File: src/rtl/mem_access_unit.sv
// mem_access_unit: load/store unit between execute and the data memory port.
// Decodes LOAD/STORE, builds byte enables and lane-shifted store data, runs a
// req/ack handshake with timeout and returns extended load data.
// Optional build macro: MISALIGN_TRAP_EN (trap misaligned accesses instead of
// forcing natural alignment).
module mem_access_unit #(
    parameter int DATA_W  = 32,
    parameter int ADDR_W  = 32,
    parameter int TIMEOUT = 16
) (
    input  logic                clock,
    input  logic                reset,
    input  logic                req_valid,
    output logic                req_ready,
    input  logic [31:0]         inst,
    input  logic [ADDR_W-1:0]   addr,
    input  logic [DATA_W-1:0]   store_data,
    output logic                resp_valid,
    output logic [DATA_W-1:0]   load_data,
    output logic                resp_misaligned,
    output logic                resp_err,
    output logic                mem_req,
    output logic                mem_we,
    output logic [ADDR_W-1:0]   mem_addr,
    output logic [DATA_W/8-1:0] mem_be,
    output logic [DATA_W-1:0]   mem_wdata,
    input  logic                mem_ack,
    input  logic [DATA_W-1:0]   mem_rdata
);
    localparam int BE_W   = DATA_W / 8;
    localparam int LANE_W = $clog2(BE_W);
    localparam int CNT_W  = (TIMEOUT > 1) ? $clog2(TIMEOUT) : 1;
    localparam logic [6:0] OP_LOAD  = 7'b0000011;
    localparam logic [6:0] OP_STORE = 7'b0100011;

    typedef enum logic [1:0] {IDLE, REQ, RESP} state_t;

    state_t             state_q, state_d;
    logic [CNT_W-1:0]   wait_q, wait_d;
    logic               mem_we_q, mem_we_d;
    logic [ADDR_W-1:0]  mem_addr_q, mem_addr_d;
    logic [BE_W-1:0]    mem_be_q, mem_be_d;
    logic [DATA_W-1:0]  mem_wdata_q, mem_wdata_d;
    logic [1:0]         size_q, size_d;
    logic               zext_q, zext_d;
    logic [LANE_W-1:0]  lane_q, lane_d;
    logic [DATA_W-1:0]  load_data_q, load_data_d;
    logic               err_q, err_d;
    logic               mis_q, mis_d;

    logic [1:0]         size;
    logic               zext, is_load, is_store, is_mem, illegal, misaligned;
    logic [LANE_W-1:0]  lane;
    logic [BE_W-1:0]    be_base;
    logic [DATA_W-1:0]  shifted, extracted;
    logic               sign_bit;

    // Instruction bits that play no part in a memory access.
    logic unused_inst_bits;
    assign unused_inst_bits = ^{inst[31:15], inst[11:7]};

    // Decode the presented instruction: class, size, legality, lane and enables.
    always_comb begin
        int nbytes;
        size     = inst[13:12];
        zext     = inst[14];
        is_load  = (inst[6:0] == OP_LOAD);
        is_store = (inst[6:0] == OP_STORE);
        is_mem   = is_load | is_store;
        // Stores have no unsigned form; 32-bit memories have no D or LWU.
        illegal  = is_mem && ((is_store && zext) ||
                   ((DATA_W == 32) && ((size == 2'd3) || (is_load && zext && size == 2'd2))));
`ifdef MISALIGN_TRAP_EN
        case (size)
            2'd1:    misaligned = addr[0];
            2'd2:    misaligned = (addr[1:0] != 2'b00);
            2'd3:    misaligned = (addr[2:0] != 3'b000);
            default: misaligned = 1'b0;
        endcase
`else
        misaligned = 1'b0;
`endif
        // Clearing lane bits below the size gives natural alignment; a no-op
        // for aligned addresses, which are the only ones reaching memory in trap mode.
        lane = addr[LANE_W-1:0];
        for (int i = 0; i < LANE_W; i++) begin
            if (i < int'(size)) lane[i] = 1'b0;
        end
        nbytes = 1 << size;
        for (int i = 0; i < BE_W; i++) begin
            be_base[i] = (i < nbytes);
        end
    end

    // Align returned data to bit 0, truncate to the access size and extend.
    always_comb begin
        int nbits;
        shifted = mem_rdata >> {lane_q, 3'b000};
        nbits   = 8 << size_q;
        case (size_q)
            2'd0:    sign_bit = shifted[7];
            2'd1:    sign_bit = shifted[15];
            2'd2:    sign_bit = shifted[31];
            default: sign_bit = shifted[DATA_W-1];
        endcase
        for (int i = 0; i < DATA_W; i++) begin
            extracted[i] = (i < nbits) ? shifted[i] : (sign_bit & ~zext_q);
        end
    end

    // Next-state logic: accept in IDLE, handshake/timeout in REQ, one-cycle RESP.
    always_comb begin
        state_d     = state_q;
        wait_d      = wait_q;
        mem_we_d    = mem_we_q;
        mem_addr_d  = mem_addr_q;
        mem_be_d    = mem_be_q;
        mem_wdata_d = mem_wdata_q;
        size_d      = size_q;
        zext_d      = zext_q;
        lane_d      = lane_q;
        load_data_d = load_data_q;
        err_d       = err_q;
        mis_d       = mis_q;
        case (state_q)
            IDLE: begin
                if (req_valid) begin
                    mem_we_d    = is_store;
                    mem_addr_d  = {addr[ADDR_W-1:LANE_W], {LANE_W{1'b0}}};
                    mem_be_d    = be_base << lane;
                    mem_wdata_d = store_data << {lane, 3'b000};
                    size_d      = size;
                    zext_d      = zext;
                    lane_d      = lane;
                    wait_d      = '0;
                    load_data_d = '0;
                    err_d       = illegal;
                    mis_d       = is_mem & ~illegal & misaligned;
                    state_d     = (is_mem && !illegal && !misaligned) ? REQ : RESP;
                end
            end
            REQ: begin
                // An ack in the final allowed cycle still completes normally.
                if (mem_ack) begin
                    state_d = RESP;
                    if (!mem_we_q) load_data_d = extracted;
                end else if (wait_q == CNT_W'(TIMEOUT - 1)) begin
                    state_d = RESP;
                    err_d   = 1'b1;
                end else begin
                    wait_d = wait_q + 1'b1;
                end
            end
            RESP:    state_d = IDLE;
            default: state_d = IDLE;
        endcase
    end

    // State and datapath registers with synchronous reset.
    always_ff @(posedge clock) begin
        if (reset) begin
            state_q     <= IDLE;
            wait_q      <= '0;
            mem_we_q    <= 1'b0;
            mem_addr_q  <= '0;
            mem_be_q    <= '0;
            mem_wdata_q <= '0;
            size_q      <= '0;
            zext_q      <= 1'b0;
            lane_q      <= '0;
            load_data_q <= '0;
            err_q       <= 1'b0;
            mis_q       <= 1'b0;
        end else begin
            state_q     <= state_d;
            wait_q      <= wait_d;
            mem_we_q    <= mem_we_d;
            mem_addr_q  <= mem_addr_d;
            mem_be_q    <= mem_be_d;
            mem_wdata_q <= mem_wdata_d;
            size_q      <= size_d;
            zext_q      <= zext_d;
            lane_q      <= lane_d;
            load_data_q <= load_data_d;
            err_q       <= err_d;
            mis_q       <= mis_d;
        end
    end

    assign req_ready       = (state_q == IDLE);
    assign mem_req         = (state_q == REQ);
    assign resp_valid      = (state_q == RESP);
    assign mem_we          = mem_we_q;
    assign mem_addr        = mem_addr_q;
    assign mem_be          = mem_be_q;
    assign mem_wdata       = mem_wdata_q;
    assign load_data       = load_data_q;
    assign resp_err        = err_q;
    assign resp_misaligned = mis_q;
endmodule

File: config.mk
export PLATFORM = sky130hd
export DESIGN_NAME = mem_access_unit
export DESIGN_NICKNAME = d
export VERILOG_FILES = /design/src/rtl/mem_access_unit.sv
export SDC_FILE = /design/constraint.sdc
export NUM_CORES = 1
export LEC_CHECK = 0
export CAP_MARGIN = 20
export CORE_ASPECT_RATIO = 0.5
export CORE_MARGIN = 4
export CORE_UTILIZATION = 37
export CTS_CLUSTER_SIZE = 12
export DETAILED_ROUTE_END_ITERATION = 12
export PLACE_DENSITY = 0.82
export SYNTH_ARGS = -nofsm -noshare
export SYNTH_HDL_FRONTEND = slang
export SYNTH_SLANG_ARGS = --single-unit
export TNS_END_PERCENT = 10
File: constraint.sdc
create_clock -name clock -period 2.1 [get_ports clock]
set_input_delay 0.63 -clock clock [delete_from_list [all_inputs] [get_ports clock]]
set_output_delay 0.63 -clock clock [all_outputs]
set_load 0.03 [all_outputs]
# Word-level counts from Yosys, hierarchy flattened
# Cells that the tools add are included.
[word_totals]
reg_bits = 111
input_bits = 132
output_inout_bits = 106
elab_cells = 141
[classes]
add_sub_neg = 1
magnitude_cmp = 38
eq_ne = 15
shifts = 5
n_mux = 52
bitwise = 3
n_reduce_logical = 16
[op_table]
columns = ["cell", "n"]
rows = [
  ["less-than comparator 6 x 32 -> 1 bit, first input constant", 16],
  ["less-than comparator 5 x 32 -> 1 bit, first input constant", 8],
  ["less-than comparator 3 x 32 -> 1 bit, first input constant", 4],
  ["less-than comparator 4 x 32 -> 1 bit, first input constant", 4],
  ["2-to-1 mux 32 bit", 3],
  ["less-than comparator 1 x 32 -> 1 bit, first input constant", 2],
  ["less-than comparator 2 x 32 -> 1 bit, first input constant", 2],
  ["one-hot mux 32 bit (2 select lines)", 1],
  ["2-to-1 mux 1 bit", 37],
  ["left shift 1 x 2 -> 32 bit, first input constant", 1],
  ["left shift 32 x 5 -> 32 bit", 1],
  ["left shift 4 x 2 -> 32 bit, first input constant", 1],
  [">> shifter 32 x 5 -> 32 bit", 1],
  ["2-to-1 mux 4 bit", 3],
  ["AND reduction 4 bit", 3],
  ["2-to-1 mux 2 bit", 4],
  ["!= test 2 bit, second input constant", 4],
  ["one-hot mux 4 bit (2 select lines)", 1],
  ["== test 7 x 2 -> 1 bit, second input constant", 1],
  ["== test 7 x 6 -> 1 bit, second input constant", 1],
  ["== test 2 bit, second input constant", 3],
  ["logical AND 1 bit", 5],
  ["adder 4 x 1 -> 4 bit, second input constant", 1],
  ["== test 2 x 1 -> 1 bit, second input constant", 2],
  ["15 further kinds", 21],
]

# Depth between registers and ports, before layout
[depth]
depth_word = 11
depth_mapped = 7
depth_no_buf = 5

# Least setup slack after synthesis
# No wires, ideal clock.
[synth_timing]
path_kind = "input -> register"
startpoint = "input port inst[13]"
endpoint = "register mem_wdata_q[30] (netlist: mem_wdata[30])"
setup_ns = 0.132
t_arrival_ns = 1.855
t_required_ns = 1.968
slack_ns = 0.113
path_stages = 7
path_buffers = 3
path_cell_list = "buf_2 -> nor3b_1 -> buf_4 -> buf_4 -> mux2_2 -> a22oi_1 -> a21oi_1"
[synth_via]
elab_chain_cells = 3
word_cells_on_any_way = 5
cone_classes = "2 x order compare; 1 x shift; 2 x mux"
[synth_rtl]
columns = ["item", "line", "text"]
rows = [
  ["from (decl)", "15", "input logic [31:0] inst,"],
  ["less-than comparator 1 x 2 -> 1 bit", "87", "if (i < int'(size)) lane[i] = 1'b0;"],
  ["2-to-1 mux 1 bit", "87", ""],
  ["left shift 32 x 5 -> 32 bit *", "131", "mem_wdata_d = store_data << {lane, 3'b000};"],
  ["to (signal assigned)", "180", "mem_wdata_q <= mem_wdata_d;"],
  ["to (decl)", "43", "logic [DATA_W-1:0] mem_wdata_q, mem_wdata_d;"],
]
# Mark *: on every way between the ends. The rest lies on a longest branch, timed or not.
# A chain may end at the register's enable or synchronous reset.

# Worst setup path after layout
[layout_timing]
startpoint = "input port req_valid"
endpoint = "register mem_wdata_q[2] (netlist: mem_wdata[2])"
[layout_via]
elab_chain_cells = 1
[layout_rtl]
columns = ["item", "line", "text"]
rows = [
  ["from (decl)", "13", "input logic req_valid,"],
  ["AND reduction 2 bit (no source line)", "-", ""],
]
# No other way between the ends.

==> reports/metrics.yaml <==
max_cap_violations: 0
holdPathEnd: "mem_addr[12]"
cts_tree: "done"
grt_remaining_overflow: 0
synth_edf_count: 0
die_y_um: 89.5
reg2reg_depth: 4
wire_per_inst_um: 17.1
dieWidth_um: 171
hold_start: "mem_addr[12]"
drt_wl_total_um: 16400
netlist_top_cells_area: "dfxtp_1 45%, nand2_1 8.3%, mux2_2 5.5%"
fin_cells: 959
drive_gt1_frac: 0.146
slew-limit-headroom: 0.576
drt_pass1_iterations: 5
fillers: 1053
rsz0062_at_grt: "no"
antenna_cells: 0
vias: 5003
synthCells: 551
antenna_found_initial: 0
area_growth_pct: 60.0
ys_ff_latch: 111
crit_path_end_kind: "register"
cp_data_required_time_ns: 2.33
drc: 0
async_flop_share: 0
fin_total_pwr_mw: 5.11
worstHoldPathCells: 2
fin_hold_ws_ns: 0.454
ant_nets: 0
path_clk_slew_ns: 0.07
cts_buffers: 9
worst_setup_path_start_kind: "input pin"
synth_ff_type: "dfxtp_1"
synth_top_area_share: 0.452
hold_path.class: "reg2reg"
crit_fanout: 11
max_freq_ghz: 0.485
core-area_um2: 12800
hpwl_um: 12100
worst_r2r_endpoint: "mem_wdata[2]"
grt_max_degree: 33
clock_skew_ns: 0.00699
max-clock-path-buffers: 2
multi_input_area_um2: 2500
fin_crit_ns: 2.06
outcome: "finished, final reports clean"
worst_skew_pair.late_latency_ns: 0.34
synth_area_um2: 4910
critPathArrivalTime_ns: 2.30
layout.nets: 918
post-route-period-util: 0.982
die_area_um2: 15300
slew_violations: 0
initial_core_util: 0.383
yosys_warnings: 0
rr_startpoint: "state_q[0]"
yosysUniqueCellTypes: 47
hold_violations: 0
setup_viol: 0
peakVddDrop_mv: 0.395
p_leak_nw: 2.88
grt_pass1_vias: 4864
h-tree-depth: 3
final_cell_area_um2: 7860
boundaryPins: 238
fin_tns_setup_ns: 0
synth_top_area_cell: "dfxtp_1"
regArea_um2: 2220
gp_congestion: 0.816
cts.sinks: 111
io_buffers: 212
ys_seq_area_frac: 0.452
grt_use_total: 0.203
root_buffer: "clkbuf_16"
placedCellCount: 938
dr.first_iter.drc_count: 444
worstMarginPinSlew_ns: 0.634
place_area_um2: 7450
syn_area_per_cell_um2: 8.92
worstSetupPathType: "in2reg"
routed_via_density: 5.22
r2r_slack_ns: 0.41
power.density_nw_per_um2: 650
rows: 29
grt_pass1_wl_um: 25200
cts_hold_buf: 0
[stage by stage]
stage                util  worst slack [ns]
finish              0.612            0.0375
global route        0.612           0.00704
CTS                 0.609            0.0265
detailed placement  0.580            -0.515
global placement    0.580            -0.472
floorplan               -             0.113
[flip-flops by register name, summed over array words and instances, names as in the netlist]
signal	cells
lane_q	2
load_data	32
mem_addr	30
mem_be	4
mem_wdata	32
mem_we	1
resp_err	1
size_q	2
state_q	2
wait_q	4
zext_q	1
[critical path: stages]
cell and delay [ns]:
clkdlybuf4s50_1 0.48, buf_4 0.12, nor3b_4 0.26, buf_8 0.17, buf_4 0.14, nor2_1 0.07
buf_4 0.19, a22o_1 0.24
[cell families after synthesis]
group	after synthesis	share of synthesized area
mux	48	0.124
simple gates	190	0.181
other cells	1	0.000763
buf+inv	47	0.0456
flops	111	0.452
fa+ha+maj	1	0.00255
compound gates	153	0.193
[cells in the final DEF, fill, tap and decap left out, drive strengths merged, types with 3 or more instances in the layout]
master,instances
nor2,33
or3,5
a21oi,50
a22o,10
a22oi,29
nand3,10
buf,55
nand2b,4
dfxtp,111
conb,3
clkbuf,11
clkdlybuf4s50,208
mux2,24
o21ai,36
nor3b,3
mux2i,16
a211oi,10
a31oi,7
o31a,4
nand2,109
mux4,8
and3,4
nor2b,6
nor3,7
[report_power, final]
part           switching [mW]  internal, mW  total, mW  leakage (nW)
clock                   0.772         0.989       1.76         0.148
combinational           0.558         0.546       1.10          1.82
sequential             0.0522          2.20       2.25         0.906
total                    1.38          3.73       5.11          2.88
[layout make-up]
cell class	instances	area share
inverters	2	0.000955
clock inverters	4	0.00700
flip-flops and latches	111	0.283
well taps	170	0.0270
clock buffers	11	0.0321
repair buffers	266	0.332
multi-input cells	395	0.318
[routing by layer]
layer / share of wire / wire [um] / track usage / up-vias
li1: - / - / - / 2427
met4: 0.017 / 281 / 0.0525 / 0
met2: 0.53 / 8650 / 0.380 / 150
met3: 0.049 / 801 / 0.0420 / 23
met5: 0 / 0 / 0 / -
met1: 0.41 / 6690 / 0.242 / 2403
[synth_stat cells, types with 8 or more instances]
cell / n
o21ai_0: 34
a21oi_1: 50
dfxtp_1: 111
nor2_1: 30
a211oi_1: 10
buf_2: 16
nand2_1: 109
a22o_1: 10
nand3_1: 10
a22oi_1: 29
mux2_2: 24
mux4_2: 8
clkbuf_1: 19
mux2i_1: 16
[how the worst max path moves through the flow]
stage / startpoint / endpoint / slack [ns] / cells after the start
2_1_floorplan: inst[13] / mem_wdata[30] / 0.11 / 7
3_3_place_gp: req_valid / mem_wdata[25] / -0.47 / 7
3_5_place_dp: req_valid / load_data[25] / -0.52 / 6
4_1_cts: req_valid / wait_q[3] / 0.03 / 7
5_1_grt: req_valid / wait_q[3] / 0.007 / 7
6_report: req_valid / mem_wdata[2] / 0.04 / 8
[what timing repair did]
item | 4_1_cts | 5_1_grt
resized for setup | 9 | 3
endpoints found under the setup margin | 58 | 18
gates cloned | 1 | 0
setup buffers | 0 | 5
Note: power is estimated with default switching activity, not from simulation.
